===== src/rtl/cbsc_mac_seq.sv =====
// Sequencer for the 4-lane CBSC MAC datapath: accepts an operand set, steps the
// datapath through clear/load/run, and returns the summed lane counts.
module cbsc_mac_seq #(
  parameter int N_BITS  = 7,
  parameter int N_LANES = 4,
  parameter int SUM_W   = N_BITS + $clog2(N_LANES)
) (
  input  logic                      clk,
  input  logic                      rst,
  input  logic                      in_valid,
  output logic                      in_ready,
  input  logic [N_LANES*N_BITS-1:0] in_x,
  input  logic [N_LANES*N_BITS-1:0] in_w,
  output logic [N_LANES*N_BITS-1:0] dp_x,
  output logic [N_LANES*N_BITS-1:0] dp_w,
  output logic                      dp_clr,
  output logic                      dp_load,
  output logic                      dp_en,
  input  logic [N_LANES-1:0]        lane_stop,
  input  logic [N_LANES*N_BITS-1:0] lane_cnt,
  output logic                      out_valid,
  input  logic                      out_ready,
  output logic [SUM_W-1:0]          out_sum,
  output logic                      out_tmo,
  output logic                      busy
);

  typedef enum logic [2:0] {IDLE, CLEAR, LOAD, RUN, SUM, DONE} state_t;

  state_t            state, next_state;
  logic [N_BITS-1:0] cyc;
  logic [SUM_W-1:0]  lane_sum;
  logic              all_stop;
  logic              timeout;

  assign all_stop = &lane_stop;
  assign timeout  = (cyc == '1);

  always_comb begin
    lane_sum = '0;
    for (int unsigned i = 0; i < N_LANES; i++)
      lane_sum = lane_sum + SUM_W'(lane_cnt[i*N_BITS +: N_BITS]);
  end

  always_comb begin
    next_state = state;
    in_ready   = 1'b0;
    dp_clr     = 1'b0;
    dp_load    = 1'b0;
    dp_en      = 1'b0;
    out_valid  = 1'b0;
    busy       = 1'b1;
    case (state)
      IDLE: begin
        in_ready = 1'b1;
        busy     = 1'b0;
        if (in_valid) next_state = CLEAR;
      end
      CLEAR: begin
        dp_clr     = 1'b1;
        next_state = LOAD;
      end
      LOAD: begin
        dp_load    = 1'b1;
        next_state = RUN;
      end
      RUN: begin
        dp_en = 1'b1;
        if (all_stop || timeout) next_state = SUM;
      end
      SUM:  next_state = DONE;
      DONE: begin
        out_valid = 1'b1;
        if (out_ready) next_state = IDLE;
      end
      default: next_state = IDLE;
    endcase
  end

  always_ff @(posedge clk or negedge rst) begin
    if (!rst) begin
      state   <= IDLE;
      dp_x    <= '0;
      dp_w    <= '0;
      cyc     <= '0;
      out_sum <= '0;
      out_tmo <= 1'b0;
    end else begin
      state <= next_state;
      if (state == IDLE && in_valid) begin
        dp_x <= in_x;
        dp_w <= in_w;
      end
      if (state == LOAD)
        cyc <= '0;
      else if (state == RUN)
        cyc <= cyc + N_BITS'(1);
      // all-stop takes priority over a coincident timeout
      if (state == RUN && (all_stop || timeout))
        out_tmo <= ~all_stop;
      if (state == SUM)
        out_sum <= lane_sum;
    end
  end

endmodule


===== config.mk =====
export PLATFORM = sky130hd
export DESIGN_NAME = cbsc_mac_seq
export DESIGN_NICKNAME = d
export VERILOG_FILES = /design/src/rtl/cbsc_mac_seq.sv
export SDC_FILE = /design/constraint.sdc
export NUM_CORES = 1
export LEC_CHECK = 0
export BUFFER_PORTS_ARGS = -buffer_cell sky130_fd_sc_hd__clkbuf_2
export CORE_UTILIZATION = 45
export CTS_BUF_LIST = sky130_fd_sc_hd__clkbuf_4 sky130_fd_sc_hd__clkbuf_8
export DETAILED_ROUTE_END_ITERATION = 7
export HOLD_SLACK_MARGIN = 0.15
export PLACE_DENSITY = 0.86
export RECOVER_POWER = 25
export SLEW_MARGIN = 20
export SYNTH_ARGS = -nofsm -noshare
export SYNTH_HDL_FRONTEND = slang
export SYNTH_SLANG_ARGS = --single-unit

===== constraint.sdc =====
create_clock -name clk -period 2.9 [get_ports clk]
set_input_delay 0.58 -clock clk [delete_from_list [all_inputs] [get_ports clk]]
set_output_delay 0.58 -clock clk [all_outputs]
set_load 0.05 [all_outputs]

## After elaboration in Yosys (flattened, before gate mapping)

Cells that the tools add are included.
Widths: inputs -> output; s select.

- Reductions and logical operators: 7
- Mux-type cells: 12
- Equality and inequality tests: 9
- Add/sub/neg operators: 4
- Bitwise operators: 1

Operators by type and width:

| cell | number |
|---|---|
| $pmux 3 s6 | 1 |
| $mux 7 | 2 |
| $add 8x7->9 | 1 |
| $add 9x7->9 | 1 |
| $mux 3 | 3 |
| $add 7x7->8 | 1 |
| $add 7x1->7 const B | 1 |
| $eq 7x7->1 const B | 1 |
| $eq 3x2->1 const B | 2 |
| $eq 3x3->1 const B | 2 |
| $mux 1 | 6 |
| $ne 2x2->1 const B | 2 |
| $reduce_and 4->1 | 1 |
| $eq 3x1->1 const B | 1 |
| $logic_not 3->1 | 1 |
| $reduce_and 3->1 | 1 |
| $logic_and 1x1->1 | 2 |
| $ne 2x1->1 const B | 1 |
| $reduce_bool 2->1 | 1 |
| $logic_or 1x1->1 | 1 |
| $not 1->1 | 1 |

- Logic and storage cells: 39
- Input bits: 92
- Bits in registers: 76
- Output and inout bits: 72

## Depth between registers and ports, before layout

Gate-level depths: netlist (run 1).

- Depth in word-level cells: 4
- Gate-level depth with buffers: 10
- Mapped depth without buffers: 10

## Worst setup path after synthesis (run 1)

OpenSTA, ideal clock, no wires.

- Path kind: input to register
- Start point: in lane_cnt[1]
- End point: reg out_sum[7]
- Required time: 2.768 ns
- Library setup time: 0.132 ns
- Stages on the path: 10
- Setup slack: -0.077 ns
- Path buffers: 0
- Arrival time: 2.846 ns
- Cells stage by stage: inv_1 > fa_1 > inv_1 > fa_1 > ha_1 > fa_1 > a211oi_1 > o21bai_1 > mux2i_1 > nand4_1

- Word-level cells in the longest chain between the ends: 3

RTL lines:

| element | RTL line | RTL |
|---|---|---|
| start, declared | 20 | `input logic [N_LANES*N_BITS-1:0] lane_cnt,` |
| $add 7x7->8 | 42 | `lane_sum = lane_sum + SUM_W'(lane_cnt[i*N_BITS +: N_BITS]);` |
| $add 8x7->9 | 42 |  |
| $add 9x7->9 | 42 |  |
| end signal, assigned | 102 | `out_sum <= lane_sum;` |
| end, declared | 23 | `output logic [SUM_W-1:0] out_sum,` |

Every way passes these cells.
A chain may end at the register's enable or synchronous reset.

## Worst setup path in the final report (run 1)

- Start point: in lane_cnt[3]
- End point: reg out_sum[6]

The elaborated chain is that of the path after synthesis.

==> results of run 1 <==
[kinds of logic after synthesis]
logic type,after synthesis,share of synthesized area
flip-flops,76,0.510
multiplexers,63,0.189
buffers and inverters,45,0.0624
AND/OR/NAND/NOR,45,0.0648
AO/OA/AOI/OAI,38,0.0634
adder cells (fa/ha/maj),23,0.105
XOR/XNOR,2,0.00470
[stage by stage]
step | hold slack (ns) | instances | power (mW) | util | setup slack, ns
floorplan | 0.284 | 292 | 4.76 | - | 0.0151
global placement | 0.465 | 552 | 5.49 | 0.585 | -0.132
detailed placement | 0.477 | 552 | 5.60 | 0.585 | -0.249
CTS | 0.416 | 567 | 6.46 | 0.612 | 0.107
global route | 0.451 | 567 | 6.77 | 0.612 | 0.0807
finish | 0.464 | 567 | 6.41 | 0.612 | 0.169
[how the worst max path moves through the flow]
stage          cells past startpoint  slack, ns         from                endpoint
3_5_place_dp                      11      -0.25  lane_cnt[1]  out_sum[6]$_DFFE_PN0P_
2_1_floorplan                     10       0.02  lane_cnt[1]  out_sum[7]$_DFFE_PN0P_
4_1_cts                           11       0.11  lane_cnt[1]  out_sum[6]$_DFFE_PN0P_
5_1_grt                           11       0.08  lane_cnt[1]  out_sum[7]$_DFFE_PN0P_
3_3_place_gp                      11      -0.13  lane_cnt[1]  out_sum[7]$_DFFE_PN0P_
6_report                          10       0.17  lane_cnt[3]  out_sum[6]$_DFFE_PN0P_
[power by group through the flow]
stage / Clock (mW) / Combinational [mW] / Sequential [mW]
after floorplan: 0 / 1.21 / 3.55
after global placement: 0 / 3.59 / 1.90
after detailed placement: 0 / 3.67 / 1.94
after CTS: 0.879 / 3.67 / 1.92
after global routing: 0.921 / 3.85 / 1.99
final: 0.857 / 3.63 / 1.92
[what timing repair did]
item	in CTS	in global routing
hold buffers	0	0
setup endpoints to repair	0	1
gates resized for setup	0	1
[cell usage after synthesis (2+ instances only)]
library cell,n
dfrtp_1,76
mux2_2,53
inv_1,35
fa_1,14
nand2_1,14
o21ai_0,13
ha_1,9
a21oi_1,8
nor2_1,7
mux2_1,6
nor3_1,5
a211oi_1,4
buf_8,4
mux2i_1,4
nand2b_1,3
nand3_1,3
o31ai_1,3
a21o_1,2
buf_6,2
clkbuf_1,2
nand3b_1,2
[layout make-up]
cell class / count / area [um^2]
fill: 629 / 3060
sequential: 76 / 1900
multi-input combinational: 171 / 1600
timing repair buffer: 167 / 846
inverter: 36 / 135
tap: 102 / 128
clock buffer: 9 / 124
clock inverter: 6 / 90.1
[cells in the final DEF, fill, tap and decap left out, drive strengths merged, types with 4 or more instances in the layout]
cell type / count
dfrtp: 76
nand2: 14
mux2i: 4
buf: 4
fa: 14
mux2: 59
nor2: 7
o21ai: 13
a211oi: 4
a21oi: 8
clkbuf: 172
nor3: 5
inv: 36
ha: 9
[layer usage]
metal / track usage / wire [um] / share of wire / vias to the layer above
met5: 0 / 0 / 0 / -
met4: 0.0474 / 66 / 0.0086 / 0
met3: 0.0423 / 522 / 0.068 / 8
met2: 0.318 / 3850 / 0.50 / 121
li1: - / - / - / 1327
met1: 0.219 / 3230 / 0.42 / 1303
[sequential cells by signal, summed over array words and instances (netlist names)]
name     flops
dp_w        28
dp_x        28
out_sum      9
cyc          7
state        3
out_tmo      1
[critical path: cells and delay by family]
family,cells,cell delay (ns)
AOI/OAI and AO/OA,3,0.70
adders and majority gates,3,1.34
buffers and inverters,3,0.15
and+or+nand+nor,1,0.13
==> flow_summary.toml, run 1 <==
[worst_setup_path]
worst-r2r-cell-count = 4
cpPeakStageDelay_ns = 0.52
critical_path_class = "input port to flip-flop"
r2r_slack_ns = 0.77
cp_data_arrival_time_ns = 2.92
critPathLaunchType = "input port"
crit_fanout = 4
slowest_stage = "fa_1"
worstReg2RegStart = "state[1]$_DFFE_PN0P_"
regToRegEndpoint = "dp_w[11]$_DFFE_PN0P_"
required_ns = 3.08
end_kind = "flip-flop"
crit_chain = "clkbuf_2 -> inv_1 -> fa_1 -> fa_1 -> inv_1 -> ha_1 -> o21ai_0 -> nor2_1 -> a311oi_1 -> o21ai_0"

[synthesis]
synth-seq-cells = 76
ys_seq_area_frac = 0.510
async_flop_share = 1.00
yosys.area.top_type = "dfrtp_1"
synth.top_cells.by_area = "dfrtp_1, mux2_2, fa_1, inv_1, ha_1"
synth_edf_count = 0
synthesis.nets = 407
ys_types = 44
syn_inst = 292
synth_ff_type = "dfrtp_1"
yosys_warnings = 0
synth_top_area_frac = 0.510
syn_area_um2 = 3730
synth.avg_cell_area_um2 = 12.8

[sta]
fin_crit_ns = 2.73
grt_setup_unrepaired = "false"
fin_tns_setup_ns = 0
slew_violations = 77
tightest_slew_ns = 1.86
setup_viol = 0
post-route-period-util = 0.942
slew_headroom = -0.240
hold_violations = 0
fin_skew_ns = 0.00789
fmax_mhz = 366

[worst_hold_path]
hold_class = "input port to flip-flop"
holdPathStages = 2
min_to = "dp_x[6]$_DFFE_PN0P_"
hold_start = "in_x[6]"

[clock_network]
post-cts-setup-buffers = 0
clkTransAtPathRegs_ns = 0.08
clock_path_buffers = 2
clk-insertion-delay-late_ns = 0.33
cts_root_buf = "clkbuf_8"
h-tree-depth = 3
cts_tree = "built"
cts_made_buffers = 9
cts_sinks = 76

[drt]
drtAntennaViolNets = 0
drt-total-wl_mm = 7.67
first_pass_iters = 4
viasPerCell = 4.87
vias = 2759
wire_per_inst_um = 13.5
drt_iter0_drc = 44
drc = 0

[floorplanning]
die_h_um = 93.0
ioPinCount = 164
core_um2 = 7890
num_rows = 32
fp.dieW_um = 93.0
die_area_um2 = 8650
initial_core_util = 0.473

[pwr]
powerDensity_nw_per_um2 = 1330
p_int_mw = 3.11
swShare = 0.515
p_seq_frac = 0.299
combPwrFrac = 0.567
irDropWorstVdd_mv = 0.722
switching_power_mw = 3.30
pwr-share-clk = 0.134
p_leak_nw = 2.50

[global_routing]
grt_overflow = 0
grt_util_all_layers = 0.179
grt_pass1_vias = 2622
antenna_found_initial = 0
grt_pass1_wl_mm = 12.0
grt_max_degree = 77

[run]
cap_violations = 1

[finish]
n_antenna_cell = 0
drive_gt1_frac = 0.520
finalNetCount = 576
final_area_um2 = 4830
area_growth_pct = 29.5

[place]
dpl_cell_area_um2 = 4610
gp_congestion = 0.798
dpl.hpwl_mm = 5.99
port_buffers = 163

[status]
violations = "capacitance limit, slew limit"
status = "finished, violations left"
(Power assumes the default switching activity.)
==> run 2: changes to the inputs <==
--- a/config.mk
+++ b/config.mk
@@ -6,11 +6,11 @@
 export NUM_CORES = 1
 export LEC_CHECK = 0
 export BUFFER_PORTS_ARGS = -buffer_cell sky130_fd_sc_hd__clkbuf_2
-export CORE_UTILIZATION = 45
+export CORE_UTILIZATION = 40
 export CTS_BUF_LIST = sky130_fd_sc_hd__clkbuf_4 sky130_fd_sc_hd__clkbuf_8
 export DETAILED_ROUTE_END_ITERATION = 7
 export HOLD_SLACK_MARGIN = 0.15
-export PLACE_DENSITY = 0.86
+export PLACE_DENSITY = 0.78
 export RECOVER_POWER = 25
 export SLEW_MARGIN = 20
 export SYNTH_ARGS = -nofsm -noshare
==> flow_summary.toml, run 2 (same netlist as run 1, synthesis figures left out) <==
[finish]
finalNetCount = 579
n_antenna_cell = 0
largestRegisters = "dp_w x28, dp_x x28, out_sum x9"
area_growth_pct = 30.3
utilization = 0.546
layout_commonest_cell = "clkbuf_2"
final_area_um2 = 4860
final_cells = 577
drive_gt1_frac = 0.522
layout_common_cells = "clkbuf_2, dfrtp_1, mux2_2"

[worst_hold_path]
holdPathStages = 2
min_to = "dp_x[5]$_DFFE_PN0P_"
hold_class = "input port to flip-flop"
hold_start = "in_x[5]"

[worst_setup_path]
r2r_slack_ns = 0.99
slowest_stage = "fa_1"
critPathLaunchType = "input port"
regToRegEndpoint = "dp_x[3]$_DFFE_PN0P_"
required_ns = 3.11
crit_fanout = 3
worst-r2r-cell-count = 5
cpPeakStageDelay_ns = 0.52
critical_path_class = "input port to flip-flop"
crit_chain = "clkbuf_2 -> inv_1 -> fa_1 -> inv_1 -> fa_1 -> ha_2 -> fa_2 -> a211oi_1 -> o21bai_1 -> mux2i_1 -> nand4_1"
end_kind = "flip-flop"
crit_start = "lane_cnt[1]"
cp_data_arrival_time_ns = 2.90
worstReg2RegStart = "state[1]$_DFFE_PN0P_"

[pwr]
power_mw = 6.40
irDropWorstVdd_mv = 0.743
p_leak_nw = 2.51
powerDensity_nw_per_um2 = 1320

[floorplanning]
initial_core_util = 0.419
die_area_um2 = 9710
die_h_um = 98.5
fp.dieW_um = 98.5
ioPinCount = 164
num_rows = 34
core_um2 = 8890

[sta]
grt_setup_unrepaired = "false"
post-route-period-util = 0.928
hold_violations = 0
slew_violations = 77
slew_headroom = -0.227
fin_hold_ws_ns = 0.449
fin_skew_ns = 0.00997
layout_setup_ws_ns = 0.208
fin_tns_setup_ns = 0
setup_viol = 0
fmax_mhz = 371
fin_crit_ns = 2.69
tightest_slew_ns = 1.84

[drt]
vias = 2828
viasPerCell = 4.90
first_pass_iters = 8
wire_per_inst_um = 12.9
drt_iter0_drc = 57
drt-total-wl_mm = 7.46
drtAntennaViolNets = 0
drc = 12

[status]
status = "finished, violations left"
violations = "DRC, capacitance limit, slew limit"

[clock_network]
h-tree-depth = 3
cts_root_buf = "clkbuf_8"
postCtsResizedCells = 0
cts_tree = "built"
cts.hold.buffers_added = 0
cts_sinks = 76
post-cts-setup-buffers = 0
cts_made_buffers = 9
clk-insertion-delay-late_ns = 0.34
clkTransAtPathRegs_ns = 0.09
clock_path_buffers = 2

[place]
dpl_worst_slack_ns = -0.171
dpl_cell_area_um2 = 4650
port_buffers = 163
gp_congestion = 0.782
dpl.hpwl_mm = 5.85
dp_cells = 561

[global_routing]
grt_pass1_wl_mm = 12.4
grt_pass1_vias = 2849
grt_overflow = 0
grt_util_all_layers = 0.159
antenna_found_initial = 0
grt_max_degree = 77

[run]
cap_violations = 1
==> run 2: cell count changes in the layout (fill, tap and decap cells not counted) <==
cell	delta
clkinv_4	-1
a211oi_2	-1
inv_6	+2
buf_12	+1
clkbuf_8	+1
bufinv_16	-1
buf_4	+2
a211oi_1	+1
==> run 2: worst max-delay path: cells and delay by family <==
kind | cells | cell delay [ns]
AND/OR/NAND/NOR | 1 | 0.10
adder cells (fa/ha/maj) | 4 | 1.53
AO/OA/AOI/OAI | 2 | 0.37
buffers and inverters | 3 | 0.16
multiplexers | 1 | 0.15
==> run 2: how the worst max path moves through the flow <==
stage | depth (start not counted) | end | slack [ns]
after CTS | 10 | out_sum[6]$_DFFE_PN0P_ | 0.22
final | 11 | out_sum[7]$_DFFE_PN0P_ | 0.21
after global placement | 11 | out_sum[7]$_DFFE_PN0P_ | -0.12
after global routing | 10 | out_sum[6]$_DFFE_PN0P_ | 0.07
after floorplan | 10 | out_sum[7]$_DFFE_PN0P_ | 0.02
after detailed placement | 10 | out_sum[6]$_DFFE_PN0P_ | -0.17
==> run 2: power by group <==
part | internal (mW) | switching, mW
combinational | 1.06 | 2.61
clock | 0.427 | 0.395
sequential | 1.59 | 0.316
==> run 2: metal layers <==
metal | wire length, um | global-route usage | vias to the layer above | share of wire
li1 | - | - | 1338 | -
met1 | 3140 | 0.185 | 1359 | 0.42
met2 | 3680 | 0.287 | 121 | 0.49
met3 | 572 | 0.0525 | 10 | 0.077
met4 | 66 | 0.0344 | 0 | 0.0089
met5 | 0 | 0 | - | 0
==> run 2: layout make-up <==
type	instances	area, um^2
Inverter	36	135
Timing Repair Buffer	170	881
Tap cell	108	135
Multi-Input combinational cell	171	1600
Sequential cell	76	1900
Clock buffer	10	138
Fill cell	779	4030
Clock inverter	6	68.8
==> run 3: changes to the inputs <==
--- a/config.mk
+++ b/config.mk
@@ -6,11 +6,14 @@
 export NUM_CORES = 1
 export LEC_CHECK = 0
 export BUFFER_PORTS_ARGS = -buffer_cell sky130_fd_sc_hd__clkbuf_2
-export CORE_UTILIZATION = 40
+export CELL_PAD_IN_SITES_DETAIL_PLACEMENT = 1
+export CELL_PAD_IN_SITES_GLOBAL_PLACEMENT = 2
+export CORE_UTILIZATION = 33
 export CTS_BUF_LIST = sky130_fd_sc_hd__clkbuf_4 sky130_fd_sc_hd__clkbuf_8
 export DETAILED_ROUTE_END_ITERATION = 7
+export GPL_TIMING_DRIVEN = 0
 export HOLD_SLACK_MARGIN = 0.15
-export PLACE_DENSITY = 0.78
+export PLACE_DENSITY = 0.95
 export RECOVER_POWER = 25
 export SLEW_MARGIN = 20
 export SYNTH_ARGS = -nofsm -noshare
==> flow_summary.toml, run 3 (same netlist as run 1, synthesis figures left out) <==
[floorplanning]
fp.dieW_um = 108
die_h_um = 108
core_um2 = 10900
initial_core_util = 0.341
die_area_um2 = 11700
num_rows = 38
ioPinCount = 164

[drt]
viasPerCell = 4.65
first_pass_iters = 4
vias = 2847
drt-total-wl_mm = 9.02
drtAntennaViolNets = 0
drc = 0
wire_per_inst_um = 14.7
drt_iter0_drc = 71

[clock_network]
cts_made_buffers = 9
post-cts-setup-buffers = 0
cts.hold.buffers_added = 0
clock_path_buffers = 2
cts_tree = "built"
cts_sinks = 76
h-tree-depth = 3
clk-insertion-delay-late_ns = 0.35
clkTransAtPathRegs_ns = 0.09
cts_root_buf = "clkbuf_8"
postCtsResizedCells = 0

[sta]
grt_setup_unrepaired = "false"
fin_skew_ns = 0.0149
fin_hold_ws_ns = 0.443
slew_violations = 36
fin_tns_setup_ns = 0
setup_viol = 0
post-route-period-util = 0.953
hold_violations = 0
fmax_mhz = 362
fin_crit_ns = 2.77
tightest_slew_ns = 1.96
slew_headroom = -0.306

[worst_setup_path]
r2r_slack_ns = 0.97
slowest_stage = "fa_1"
cpPeakStageDelay_ns = 0.53
crit_chain = "clkbuf_2 -> inv_1 -> fa_1 -> inv_1 -> fa_1 -> ha_2 -> fa_2 -> a211oi_2 -> o21bai_1 -> mux2i_1 -> nand4_1"
required_ns = 3.12
cpLargestDelayFamily = "adder cells"
worst-r2r-cell-count = 6
regToRegEndpoint = "dp_x[16]$_DFFE_PN0P_"
crit_fanout = 3
critical_path_class = "input port to flip-flop"
cp_data_arrival_time_ns = 2.99
critPathLaunchType = "input port"
end_kind = "flip-flop"
worstReg2RegStart = "state[1]$_DFFE_PN0P_"
crit_buf_inv = 3

[place]
dpl.hpwl_mm = 7.35
port_buffers = 163
dpl_cell_area_um2 = 4750
gp_congestion = 0.744

[status]
status = "finished, violations left"
violations = "capacitance limit, slew limit"

[global_routing]
grt_max_degree = 42
grt_pass1_wl_mm = 14.7
antenna_found_initial = 0
grt_pass1_vias = 2997
grt_overflow = 0
grt_util_all_layers = 0.165

[pwr]
power_mw = 6.41
irDropWorstVdd_mv = 0.813
powerDensity_nw_per_um2 = 1300
p_leak_nw = 2.53

[finish]
largestRegisters = "dp_w x28, dp_x x28, out_sum x9"
layout_commonest_cell = "clkbuf_2"
nFillCells = 1259
area_growth_pct = 32.4
final_area_um2 = 4930
layout_common_cells = "clkbuf_2, dfrtp_1, mux2_2"
n_antenna_cell = 0
utilization = 0.451
drive_gt1_frac = 0.523
finalNetCount = 582

[run]
cap_violations = 1

[worst_hold_path]
hold_class = "input port to flip-flop"
hold_start = "in_x[6]"
holdPathStages = 2
min_to = "dp_x[6]$_DFFE_PN0P_"
[run 3: final cells by class]
| class | instances | area, um^2 | share of cell area |
|---|---|---|---|
| multi-input cells | 171 | 1610 | 0.326 |
| plain buffers | 9 | 97.6 | 0.0198 |
| inverters | 36 | 135 | 0.0274 |
| clock inverters | 6 | 45.0 | 0.00913 |
| clock buffers | 10 | 138 | 0.0279 |
| flip-flops and latches | 76 | 1900 | 0.385 |
| well taps | 140 | 175 | 0.0355 |
| repair buffers | 164 | 835 | 0.169 |
[run 3: how the worst max path moves through the flow]
stage	start	end	slack, ns	depth (start not counted)
final	lane_cnt[1]	out_sum[7]$_DFFE_PN0P_	0.13	11
after global routing	lane_cnt[3]	out_sum[6]$_DFFE_PN0P_	0.06	10
after CTS	lane_cnt[1]	out_sum[7]$_DFFE_PN0P_	0.10	11
after detailed placement	lane_cnt[1]	out_sum[7]$_DFFE_PN0P_	-0.28	11
after global placement	lane_cnt[1]	out_sum[7]$_DFFE_PN0P_	-0.21	11
after floorplan	lane_cnt[1]	out_sum[7]$_DFFE_PN0P_	0.02	10
[run 3: worst reg2reg max path: cells and delay by family, from the launching register on]
family	cells	cell delay [ns]
flops	1	0.46
simple gates	2	0.60
buf+inv	3	0.42
mux	1	0.36
[run 3: per-stage QoR]
stage	worst slack, ns	instances
after CTS	0.101	612
after floorplan	0.0151	292
after global placement	-0.209	595
after detailed placement	-0.283	596
after global routing	0.0566	612
final	0.135	612
[run 3: report_power, final]
part	switching, mW	internal [mW]	leakage (nW)	total, mW
Clock	0.405	0.342	0.0974	0.746
Sequential	0.323	1.59	0.910	1.91
Combinational	2.66	1.09	1.52	3.75
Total	3.39	3.02	2.53	6.41
[run 3: routing by layer]
layer / part of all wire / global-route usage
met1: 0.43 / 0.203
met2: 0.50 / 0.281
met3: 0.068 / 0.0428
met4: 0.012 / 0.0521
met5: 0 / 0
